File: src/rtl/shift_seq_ctrl_pkg.sv
// Shared definitions for the multi-cycle shift sequencer: op codes and FSM states.
package shift_pkg;

    typedef logic [1:0] op_t;

    localparam op_t OP_ROL = 2'b00;
    localparam op_t OP_SLL = 2'b01;
    localparam op_t OP_SRA = 2'b10;
    localparam op_t OP_SRL = 2'b11;

    typedef enum logic [1:0] {
        ST_IDLE  = 2'b00,
        ST_SHIFT = 2'b01,
        ST_DONE  = 2'b10
    } state_t;

endpackage

File: src/rtl/shift_seq_ctrl_stage.sv
// Single combinational shift stage with a run-time amount; the sequencer reuses it
// once per clock with a halving amount.
module shift_stage_var
    import shift_pkg::*;
#(
    parameter int WIDTH = 16,
    parameter int AMT_W = $clog2(WIDTH)
) (
    input  logic [WIDTH-1:0] in,
    input  op_t              op,
    input  logic [AMT_W-1:0] amt,
    input  logic             en,
    output logic [WIDTH-1:0] out
);

    logic [2*WIDTH-1:0]        doubled;
    logic signed [WIDTH-1:0]   in_signed;

    // Apply the selected shift by amt when enabled; a disabled stage passes the operand through.
    always_comb begin
        doubled   = {in, in} << amt;
        in_signed = $signed(in);
        out       = in;
        if (en) begin
            case (op)
                OP_ROL:  out = doubled[2*WIDTH-1:WIDTH];
                OP_SLL:  out = in << amt;
                OP_SRA:  out = $unsigned(in_signed >>> amt);
                OP_SRL:  out = in >> amt;
                default: out = in;
            endcase
        end
    end

endmodule

File: src/rtl/shift_seq_ctrl.sv
// Multi-cycle shift sequencer: accepts one request per handshake, walks the shared
// shift stage through amounts WIDTH/2 .. 1 (one per clock), then presents the result.
module shift_seq_ctrl
    import shift_pkg::*;
#(
    parameter int WIDTH = 16,
    parameter int CNT_W = 4
) (
    input  logic             clk,
    input  logic             rst,
    input  logic             in_valid,
    output logic             in_ready,
    input  logic [WIDTH-1:0] in_data,
    input  logic [1:0]       in_op,
    input  logic [CNT_W-1:0] in_cnt,
    output logic             out_valid,
    input  logic             out_ready,
    output logic [WIDTH-1:0] out_data,
    output logic             busy
);

    localparam int               STEP_W    = (CNT_W > 1) ? $clog2(CNT_W) : 1;
    localparam logic [STEP_W-1:0] LAST_STEP = STEP_W'(CNT_W - 1);
    localparam logic [CNT_W-1:0]  FIRST_AMT = CNT_W'(WIDTH / 2);

    state_t              state;
    state_t              state_next;
    logic [STEP_W-1:0]   step;
    logic [WIDTH-1:0]    acc;
    op_t                 op_reg;
    logic [CNT_W-1:0]    cnt_reg;
    logic [CNT_W-1:0]    stage_amt;
    logic                stage_en;
    logic [WIDTH-1:0]    stage_out;
    logic                accept;

    // Step k shifts by WIDTH>>(k+1) and is gated by count bit CNT_W-1-k (MSB first).
    assign stage_amt = FIRST_AMT >> step;
    assign stage_en  = cnt_reg[LAST_STEP - step];
    assign accept    = in_valid && in_ready;

    shift_stage_var #(
        .WIDTH (WIDTH),
        .AMT_W (CNT_W)
    ) u_stage (
        .in  (acc),
        .op  (op_reg),
        .amt (stage_amt),
        .en  (stage_en),
        .out (stage_out)
    );

    // State register.
    always_ff @(posedge clk or posedge rst) begin
        if (rst) begin
            state <= ST_IDLE;
        end else begin
            state <= state_next;
        end
    end

    // Next-state and handshake logic; in_ready is the only combinational input-to-output path.
    always_comb begin
        state_next = state;
        in_ready   = 1'b0;
        case (state)
            ST_IDLE: begin
                in_ready = 1'b1;
                if (in_valid) state_next = ST_SHIFT;
            end
            ST_SHIFT: begin
                if (step == LAST_STEP) state_next = ST_DONE;
            end
            ST_DONE: begin
                in_ready = out_ready;
                if (out_ready) state_next = in_valid ? ST_SHIFT : ST_IDLE;
            end
            default: state_next = ST_IDLE;
        endcase
    end

    // Operand/op/count capture on accept, then one registered stage per SHIFT cycle.
    always_ff @(posedge clk or posedge rst) begin
        if (rst) begin
            acc     <= '0;
            op_reg  <= OP_ROL;
            cnt_reg <= '0;
            step    <= '0;
        end else if (accept) begin
            acc     <= in_data;
            op_reg  <= in_op;
            cnt_reg <= in_cnt;
            step    <= '0;
        end else if (state == ST_SHIFT) begin
            acc  <= stage_out;
            step <= step + 1'b1;
        end
    end

    assign out_valid = (state == ST_DONE);
    assign out_data  = acc;
    assign busy      = (state != ST_IDLE);

endmodule

File: config.mk
export PLATFORM = sky130hd
export DESIGN_NAME = shift_seq_ctrl
export DESIGN_NICKNAME = d
export VERILOG_FILES = /design/src/rtl/shift_seq_ctrl_pkg.sv /design/src/rtl/shift_seq_ctrl_stage.sv /design/src/rtl/shift_seq_ctrl.sv
export SDC_FILE = /design/constraint.sdc
export NUM_CORES = 1
export LEC_CHECK = 0
export BUFFER_PORTS_ARGS = -buffer_cell sky130_fd_sc_hd__buf_2
export CELL_PAD_IN_SITES_DETAIL_PLACEMENT = 1
export CELL_PAD_IN_SITES_GLOBAL_PLACEMENT = 2
export CORE_MARGIN = 1.5
export CORE_UTILIZATION = 39
export DETAILED_ROUTE_END_ITERATION = 12
export PLACE_DENSITY_LB_ADDON = 0.1
export SYNTH_ARGS = -nofsm -noshare
export SYNTH_HDL_FRONTEND = slang
export SYNTH_SLANG_ARGS = --single-unit
export TNS_END_PERCENT = 30
File: constraint.sdc
create_clock -name clk -period 4.6 [get_ports clk]
set_input_delay 0.92 -clock clk [delete_from_list [all_inputs] [get_ports clk]]
set_output_delay 0.92 -clock clk [all_outputs]
set_load 0.01 [all_outputs]
==> results.yml <==
status:
  outcome: "finished clean"
worst_setup_path:
  r2r-start: "step[0]$_DFFE_PP0P_"
  reg2reg_depth: 6
  crit_arrival_ns: 3.39
  crit_type: "reg2reg"
  cp-start-kind: "flop"
  ff2ff_setup_slack_ns: 1.40
  crit_required_ns: 4.79
  cp_max_fo: 19
  r2r_end: "out_data[11]$_DFFE_PP0P_"
  end_kind: "flop"
synthesis:
  yosysUniqueCellTypes: 63
  ys.flop_type: "dfrtp_1"
  synth_async_sr_flop_share_pct: 100.0
  yosysWarnings: 0
  syn-cell-area_um2: 3645
  ys_seq_elements: 26
  synth_fp_nets: 461
  avgSynthCellArea_um2: 8.496
  ys_seq_area_share_pct: 17.85
  synth-edff-count: 0
  syn_inst: 429
clock_tree:
  clock_sinks: 26
  ctsResizeCount: 0
  clockRootBuffer: "clkbuf_8"
  cts_buffers: 3
  path_clk_slew_ns: 0.12
  htreeDepth: 1
  cts_buffer_depth: 2
  hold_buffers: 0
  cts_setup_buffers: 0
  cts_tree: "built"
  clock_latency_ns: 0.30
timing:
  worst_pin_slew_ns: 1.178
  rsz0062_at_grt: "no"
  fmax_ghz: 0.3122
  hold_viol: 0
  relSlewSlack_pct: 21.46
  final.setup_skew_ns: 0.002920
  tns_ns: 0
  setup_viol: 0
  post-route-period-util_pct: 69.64
  finalMaxSlewViolations: 0
  period_minus_slack_ns: 3.203
global_route:
  grt_overflow: 0
  grt_max_degree: 40
  grt_antenna_before_repair: 0
  grt_pass1_wl_mm: 24.36
  grt_pass1_vias: 3987
  grt_usage_pct: 32.45
floorplan:
  dieHeight_um: 99.67
  fp-row-count: 35
  core_area_um2: 9153
  ios: 45
  die_w_um: 99.67
  dieArea_um2: 9934
  start_util_pct: 39.82
final_layout:
  fillers: 1093
  area_growth_pct: 7.484
  largest_register_ffs: 16
  mostFrequentLayoutCells: "49 x nand2_1, 44 x buf_2, 28 x mux2i_1, 26 x dfrtp_1, 23 x nor2_1"
  insertedDiodeCount: 0
  fin_area_um2: 3918
  mostFrequentLayoutCell: "nand2_1"
  nNetsFinal: 474
  drive_gt1_share_pct: 23.13
placement:
  io_buffer_count: 44
  placed_cell_area_um2: 3846
  routabilityCongestion: 0.9841
  dp_hpwl_mm: 10.88
routing:
  ant_nets: 0
  vias: 3935
  firstDrtPassIters: 5
  first_iter_violations: 512
  vias_per_cell: 7.129
  wl_per_cell_um: 28.86
  drcViolationCount: 0
  wl_mm: 15.93
hold_path:
  hp-class: "reg2reg"
  hold_path_depth: 2
  min_from: "cnt_reg[1]$_DFFE_PP0P_"
  min_to: "cnt_reg[1]$_DFFE_PP0P_"
run:
  drv_cap: 0
[cell type report]
type,count,area [µm²],area share [%]
inverters,9,33.78,0.8623
clock inverters,1,30.03,0.7665
well taps,111,138.9,3.545
repair buffers,54,295.3,7.538
clock buffers,3,41.29,1.054
multi-input cells,348,2728,69.63
flip-flops and latches,26,650.6,16.61
[cell usage after synthesis, types with 2 or more instances]
library cell / number / area, µm²
a2111oi_2: 2 / 30.03
a211o_1: 4 / 35.03
a211oi_1: 3 / 22.52
a21o_1: 2 / 15.01
a21oi_1: 22 / 110.1
a22oi_1: 10 / 75.07
a31oi_1: 8 / 50.05
a41oi_1: 3 / 26.28
and2_1: 2 / 12.51
and3_1: 5 / 31.28
buf_2: 14 / 70.07
buf_4: 3 / 22.52
buf_6: 3 / 33.78
clkbuf_1: 24 / 90.09
dfrtp_1: 26 / 650.6
ha_1: 6 / 75.07
inv_1: 8 / 30.03
mux2_2: 13 / 146.4
mux2_4: 3 / 45.04
mux2i_1: 28 / 280.3
mux4_1: 5 / 131.4
mux4_2: 19 / 427.9
nand2_1: 49 / 183.9
nand2b_1: 10 / 62.56
nand3_1: 17 / 85.08
nand3b_1: 2 / 15.01
nand4_1: 4 / 25.02
nor2_1: 23 / 86.33
nor2b_1: 11 / 68.82
nor3_1: 10 / 50.05
nor4_1: 3 / 18.77
o211ai_1: 11 / 82.58
o21ai_0: 18 / 90.09
o221ai_1: 6 / 52.55
o22a_1: 2 / 17.52
o22ai_1: 13 / 81.33
o2bb2ai_1: 3 / 26.28
o311a_1: 2 / 20.02
o311ai_0: 2 / 17.52
o31ai_1: 4 / 30.03
or3_1: 4 / 25.02
[layer usage]
layer	track usage (%)	up-vias	part of all wire, %	wire length, µm
li1	-	1677	-	-
met1	44.88	1897	41	6536
met2	49.19	301	44	6962
met3	6.746	60	11	1697
met4	13.76	0	4.6	736
met5	0	-	0	0
[critical path, cell delays in order, from the launching register on]
cell and delay (ns):
dfrtp_1 0.50, ha_1 0.99, mux2_2 0.44, a22oi_1 0.44, o211ai_1 0.17, a2111oi_2 0.42, o22ai_1 0.12
[how the worst max path moves through the flow]
stage / startpoint / end / slack (ns) / cells past startpoint
2_1_floorplan: step[0]$_DFFE_PP0P_ / out_data[9]$_DFFE_PP0P_ / 2.36 / 9
3_3_place_gp: step[0]$_DFFE_PP0P_ / out_data[6]$_DFFE_PP0P_ / 1.52 / 6
3_5_place_dp: step[0]$_DFFE_PP0P_ / out_data[11]$_DFFE_PP0P_ / 1.49 / 6
4_1_cts: step[0]$_DFFE_PP0P_ / out_data[11]$_DFFE_PP0P_ / 1.47 / 6
5_1_grt: step[0]$_DFFE_PP0P_ / out_data[11]$_DFFE_PP0P_ / 1.24 / 6
6_report: step[0]$_DFFE_PP0P_ / out_data[11]$_DFFE_PP0P_ / 1.40 / 6
[cell families after synthesis]
group	Yosys count	synth area share [%]
xor gates and xnor gates	1	0.2403
buffers and inverters	55	7.380
and+or+nand+nor	145	19.29
muxes	69	28.66
AOI/OAI and AO/OA	127	24.51
DFF	26	17.85
adders and majority gates	6	2.060
[stage by stage]
| stage | util, % | cells | setup WS (ns) | hold slack (ns) |
|---|---|---|---|---|
| 2_1_floorplan | - | 429 | 2.356 | 0.4403 |
| 3_3_place_gp | 42.02 | 548 | 1.520 | 0.4605 |
| 3_5_place_dp | 42.02 | 548 | 1.493 | 0.4670 |
| 4_1_cts | 42.80 | 552 | 1.474 | 0.4956 |
| 5_1_grt | 42.80 | 552 | 1.237 | 0.5442 |
| 6_report | 42.80 | 552 | 1.397 | 0.4968 |
Power is not shown: default switching activity piles up to over one toggle a cycle in this logic, so the estimate is an artifact.
